===== src/rtl/muldiv_unit_pkg.sv =====
// Shared constants for the execute-stage units.
// Op codes, FSM encodings and default multiply/divide parameters.
package muldiv_unit_pkg;

    localparam int MULDIV_WIDTH      = 32;
    localparam int MULDIV_MUL_CYCLES = 5;

    localparam logic [2:0] OP_MULT  = 3'd0;
    localparam logic [2:0] OP_MULTU = 3'd1;
    localparam logic [2:0] OP_DIV   = 3'd2;
    localparam logic [2:0] OP_DIVU  = 3'd3;
    localparam logic [2:0] OP_MTHI  = 3'd4;
    localparam logic [2:0] OP_MTLO  = 3'd5;

    localparam logic [3:0] ALU_ADD = 4'd0;
    localparam logic [3:0] ALU_SUB = 4'd1;
    localparam logic [3:0] ALU_AND = 4'd2;
    localparam logic [3:0] ALU_OR  = 4'd3;
    localparam logic [3:0] ALU_XOR = 4'd4;
    localparam logic [3:0] ALU_SLT = 4'd5;

    typedef enum logic [1:0] {
        IDLE = 2'd0,
        MUL  = 2'd1,
        DIV  = 2'd2,
        FIX  = 2'd3
    } muldiv_state_t;

endpackage


===== src/rtl/muldiv_divstep.sv =====
// One restoring-divide iteration on unsigned magnitudes.
// Remainder stays below the divisor, so WIDTH bits always suffice.
module muldiv_divstep #(
    parameter int WIDTH = 32
) (
    input  logic [WIDTH-1:0] rem,
    input  logic [WIDTH-1:0] divisor,
    input  logic             din,
    output logic [WIDTH-1:0] rem_next,
    output logic             qbit
);

    logic [WIDTH:0]   shifted;
    logic [WIDTH-1:0] diff;

    assign shifted  = {rem, din};
    assign qbit     = shifted >= {1'b0, divisor};
    assign diff     = shifted[WIDTH-1:0] - divisor;
    assign rem_next = qbit ? diff : shifted[WIDTH-1:0];

endmodule


===== src/rtl/muldiv_unit.sv =====
// Iterative HI/LO multiply-divide unit.
// Multiply is a held combinational product; divide is restoring, one bit per cycle.
module muldiv_unit
    import muldiv_unit_pkg::*;
#(
    parameter int WIDTH      = MULDIV_WIDTH,
    parameter int MUL_CYCLES = MULDIV_MUL_CYCLES
) (
    input  logic             clk,
    input  logic             reset,
    input  logic             start,
    input  logic [2:0]       op,
    input  logic [WIDTH-1:0] SrcA,
    input  logic [WIDTH-1:0] SrcB,
    output logic             busy,
    output logic [WIDTH-1:0] HI,
    output logic [WIDTH-1:0] LO
);

    localparam int CMAX = (WIDTH > MUL_CYCLES) ? WIDTH : MUL_CYCLES;
    localparam int CW   = $clog2(CMAX + 1);
    localparam logic [CW-1:0]    ONE     = CW'(1);
    localparam logic [WIDTH-1:0] MOSTNEG = {1'b1, {(WIDTH-1){1'b0}}};
    localparam logic [WIDTH-1:0] ALL1    = '1;

    muldiv_state_t state, nstate;

    logic [CW-1:0]      cnt;
    logic [WIDTH-1:0]   opa, opb, dvs, rem, quo;
    logic               msgn, aneg, qneg, bzero, ovf;
    logic [WIDTH-1:0]   step_rem;
    logic               step_q;
    logic [2*WIDTH-1:0] ea, eb, prod;
    logic [WIDTH-1:0]   q_fix, r_fix;
    logic               dsgn, sa, sb;

    assign busy = (state != IDLE);

    // Sign-extend to 2*WIDTH so the low half of a plain product is exact
    assign ea   = {{WIDTH{msgn & opa[WIDTH-1]}}, opa};
    assign eb   = {{WIDTH{msgn & opb[WIDTH-1]}}, opb};
    assign prod = ea * eb;

    assign dsgn = (op == OP_DIV);
    assign sa   = dsgn & SrcA[WIDTH-1];
    assign sb   = dsgn & SrcB[WIDTH-1];

    assign q_fix = qneg ? -quo : quo;
    assign r_fix = aneg ? -rem : rem;

    muldiv_divstep #(.WIDTH(WIDTH)) u_step (
        .rem      (rem),
        .divisor  (dvs),
        .din      (quo[WIDTH-1]),
        .rem_next (step_rem),
        .qbit     (step_q)
    );

    always_ff @(posedge clk or negedge reset) begin
        if (!reset) state <= IDLE;
        else        state <= nstate;
    end

    always_comb begin
        nstate = state;
        unique case (state)
            IDLE: if (start) begin
                if (op == OP_MULT || op == OP_MULTU)
                    nstate = MUL;
                else if (op == OP_DIV || op == OP_DIVU)
                    nstate = DIV;
            end
            MUL: if (cnt == '0) nstate = IDLE;
            DIV: if (cnt == '0) nstate = FIX;
            FIX: nstate = IDLE;
            default: nstate = IDLE;
        endcase
    end

    always_ff @(posedge clk or negedge reset) begin
        if (!reset) begin
            cnt   <= '0;
            opa   <= '0;
            opb   <= '0;
            dvs   <= '0;
            rem   <= '0;
            quo   <= '0;
            msgn  <= 1'b0;
            aneg  <= 1'b0;
            qneg  <= 1'b0;
            bzero <= 1'b0;
            ovf   <= 1'b0;
            HI    <= '0;
            LO    <= '0;
        end else begin
            unique case (state)
                IDLE: if (start) begin
                    unique case (op)
                        OP_MTHI: HI <= SrcA;
                        OP_MTLO: LO <= SrcA;
                        OP_MULT, OP_MULTU: begin
                            opa  <= SrcA;
                            opb  <= SrcB;
                            msgn <= (op == OP_MULT);
                            cnt  <= CW'(MUL_CYCLES - 1);
                        end
                        OP_DIV, OP_DIVU: begin
                            opa   <= SrcA;
                            quo   <= sa ? -SrcA : SrcA;
                            dvs   <= sb ? -SrcB : SrcB;
                            rem   <= '0;
                            aneg  <= sa;
                            qneg  <= sa ^ sb;
                            bzero <= (SrcB == '0);
                            ovf   <= dsgn && SrcA == MOSTNEG
                                     && SrcB == ALL1;
                            cnt   <= CW'(WIDTH - 1);
                        end
                        default: ;
                    endcase
                end
                MUL: begin
                    if (cnt == '0) {HI, LO} <= prod;
                    else           cnt <= cnt - ONE;
                end
                DIV: begin
                    rem <= step_rem;
                    quo <= {quo[WIDTH-2:0], step_q};
                    if (cnt != '0) cnt <= cnt - ONE;
                end
                FIX: begin
                    if (bzero) begin
                        LO <= ALL1;
                        HI <= opa;
                    end else if (ovf) begin
                        LO <= MOSTNEG;
                        HI <= '0;
                    end else begin
                        LO <= q_fix;
                        HI <= r_fix;
                    end
                end
                default: ;
            endcase
        end
    end

endmodule


===== config.mk =====
export PLATFORM = sky130hd
export DESIGN_NAME = muldiv_unit
export DESIGN_NICKNAME = d
export VERILOG_FILES = /design/src/rtl/muldiv_unit_pkg.sv /design/src/rtl/muldiv_divstep.sv /design/src/rtl/muldiv_unit.sv
export SDC_FILE = /design/constraint.sdc
export NUM_CORES = 2
export LEC_CHECK = 0
export BUFFER_PORTS_ARGS = -buffer_cell sky130_fd_sc_hd__buf_2
export CAP_MARGIN = 20
export CORE_MARGIN = 2
export CORE_UTILIZATION = 30
export DETAILED_ROUTE_END_ITERATION = 7
export PLACE_DENSITY_LB_ADDON = 0.08
export RECOVER_POWER = 50
export REMOVE_ABC_BUFFERS = 1
export SYNTH_ARGS = -nofsm -noshare
export SYNTH_HDL_FRONTEND = slang
export SYNTH_SLANG_ARGS = --single-unit

===== constraint.sdc =====
create_clock -name clk -period 7.93 [get_ports clk]
set_clock_uncertainty 0.2 [all_clocks]
set_input_delay 1.1895 -clock clk [delete_from_list [all_inputs] [get_ports clk]]
set_output_delay 1.1895 -clock clk [all_outputs]
set_load 0.05 [all_outputs]

==> key figures <==
Min path
  • HP Class: flip-flop to flip-flop

Synthesis
  • Synth Area in Compound Gates: 8.839%
  • Post-synth top flop: dfrtp_1
  • Synthesized instance count: 6054
  • Synth Cell Area: 0.05338 mm^2
  • Most frequent cell after synthesis: inv_1
  • Synth cell types: 84
  • Post-Syn Area per Cell: 8.818 um^2
  • Largest family of logic cells by synthesized area: adder cells
  • Area fraction of the dominant cell type after synthesis: 42.23%
  • Register area share after synthesis: 11.11%
  • Post-synth EDFFs: 0
  • Ranking of synthesized cells by area: fa_1 42%, dfrtp_1 11%, inv_1 8.3%
  • Synth Area in XOR/XNOR: 3.446%
  • Adder-Cell Fraction of Synth Area: 48.23%
  • Mux contribution to synthesized area: 1.106%
  • Ys Warns: 0
  • Synth cell count leaders: 1184 x inv_1, 1126 x fa_1, 1017 x nand2_1
  • Synth area leader: fa_1
  • Post-synthesis simple-gate area fraction: 16.26%
  • Post-synthesis async set-or-reset flop share: 100.0%
  • Flops & latches, synth: 237

Worst setup path
  • Max FO, Critical Path: 6
  • CP Launch Type: flip-flop
  • WS Path Type: flip-flop to flip-flop
  • Worst path arrival time: 8410 ps
  • Crit path largest cell delay: 580 ps
  • Crit end category: flip-flop
  • Slowest-stage cell, CP: dfrtp_4
  • Worst EP required: 8230 ps
  • CP bufs+invs: 8
  • Cell family with most CP delay: adder cells

STA
  • Final setup fails: 15
  • Max Fclk: 123.2 MHz
  • Final hold viol count: 0
  • Slew margin rel.: -296.3%
  • Setup ws final: -184.8 ps
  • Final hold slack: 278.7 ps
  • Slew @ Worst Pin: 5945 ps
  • Fin crit period: 8115 ps
  • Period utilisation layout: 102.3%
  • Count of final max-slew check failures: 134
  • RSZ-0062 raised after global routing: yes

Clock network
  • CTS tree: done
  • Htree depth: 2
  • Clk_lat worst skew: 590 ps
  • Clk root buf: clkbuf_16
  • CTS buffer count: 36
  • CTS Hold Buffers Added: 0
  • Number of clock sinks: 237
  • CTS Buffer Depth: 3
  • Clock transition at the registers of the reported paths: 60 ps

Global routing
  • Initial antenna violation count: 18
  • GR Overflow Total: 0
  • Vias in the first global route: 45500
  • GRT Total Usage: 22.63%
  • First-pass GRT wire length: 306800 um
  • Largest net degree at the start of global routing: 147

Final layout
  • Area Overhead vs Synth: 20.77%
  • # fillers: 18480
  • Final #Nets: 7938
  • Final core utilization: 36.53%
  • Share of cells above drive strength 1: 18.32%

Status
  • Failing checks: max-capacitance violations, max-slew violations, negative setup slack
  • Status: finished with violations

Drt
  • Post-route ant nets: 0
  • Initial drt markers: 2279
  • Remaining DRCs: 0
  • Total Wirelength: 202700 um
  • Vias per std cell: 4.799
  • First-pass iteration count of the detailed router: 5
  • WL per Instance: 22.89 um
  • Vias: 42510

Floorplan
  • Num ports: 135
  • Initial Util: 30.24%
  • Die height: 425.8 um
  • Core ar.: 0.1765 mm^2
  • Die area: 0.1813 mm^2
  • Die width: 425.8 um
  • Row Count: 154

Flow run
  • Max capacitance violation total: 2

Place
  • Port Buf Inserts: 134
  • Post-detail-place hpwl: 165500 um
  • RD Place Congestion: 0.8700
==> layout by cell type (no fill, tap or decap), drive strengths merged, types with 39 or more instances in the layout <==
master	synthesis	final
o21ai	241	241
nor2	196	196
and2	370	370
ha	256	256
xnor2	104	104
fa	1126	1126
a21o	60	60
buf	16	762
dfrtp	237	237
nand2	1017	1017
xor2	106	106
inv	1185	1187
a221oi	39	39
nand3	43	43
a21oi	159	159
clkbuf	361	59
==> kinds of logic (layout without fill, tap and decap cells) <==
kind of cell / count (synthesis) / count (layout)
AO/OA/AOI/OAI: 737 / 737
XOR/XNOR: 210 / 210
adder cells (fa/ha/maj): 1382 / 1382
buffers and inverters: 1562 / 2020
flip-flops: 237 / 237
multiplexers: 55 / 55
other: 0 / 6
AND/OR/NAND/NOR: 1871 / 1871
==> metrics by stage <==
stage | instance area [um^2] | setup WS (ps) | instances | setup TNS [ps]
2_1_floorplan | 51950 | -845.6 | 5677 | -6860
3_3_place_gp | 61010 | -969.7 | 8714 | -15760
3_5_place_dp | 61020 | -923.7 | 8715 | -14050
4_1_cts | 63120 | -261.1 | 8798 | -2018
5_1_grt | 64460 | -410.2 | 8854 | -7023
6_report | 64470 | -184.8 | 8858 | -1788
==> final timing paths <==
kind | endpoint | from | cells past startpoint | slack, ps
max | HI[27] | opa[5] | 26 | -180
min | dvs[2] | dvs[2] | 2 | 280
max reg2reg | HI[27] | opa[5] | 26 | -180
min reg2reg | dvs[2] | dvs[2] | 2 | 280
max in group asynchronous | opa[31] | reset | 1 | 1080
min in group asynchronous | dvs[8] | reset | 1 | 2620
==> what timing repair did <==
action / CTS / global route
gates resized for setup: 175 / 206
pin swaps: 59 / 135
setup endpoints to repair: 34 / 36
gates cloned: 2 / 6
setup buffers: 20 / 51
==> tightest hold or removal path, delay by kind of cell, from the launching register on <==
kind             cells  cell delay, ps
AO/OA/AOI/OAI        1              60
AND/OR/NAND/NOR      1              50
flip-flops           1             340
==> registers in the layout, indices dropped and copies added, names as in the netlist, 2 cells and up <==
name   count
opa       32
state      2
rem       32
HI        32
LO        32
cnt        6
opb       32
quo       32
dvs       32
==> layout make-up <==
| type | count | area, um^2 | share of cell area, % |
|---|---|---|---|
| timing repair buffer | 771 | 7073 | 10.97 |
| inverter | 1185 | 4448 | 6.899 |
| multi-input combinational | 4255 | 42860 | 66.49 |
| clock buffer | 51 | 1057 | 1.640 |
| tap | 2340 | 2928 | 4.541 |
| antenna | 6 | 15.01 | 0.02329 |
| clock inverter | 13 | 122.6 | 0.1902 |
| sequential | 237 | 5962 | 9.248 |
==> routing by layer <==
metal / global-route usage (%) / wire length (um)
met3: 1.406 / 5285
met5: 0 / 40
met2: 38.79 / 99790
met4: 4.664 / 5180
met1: 31.46 / 92420
Power is not shown: default switching activity piles up to over one toggle a cycle in this logic, so the estimate is an artifact.
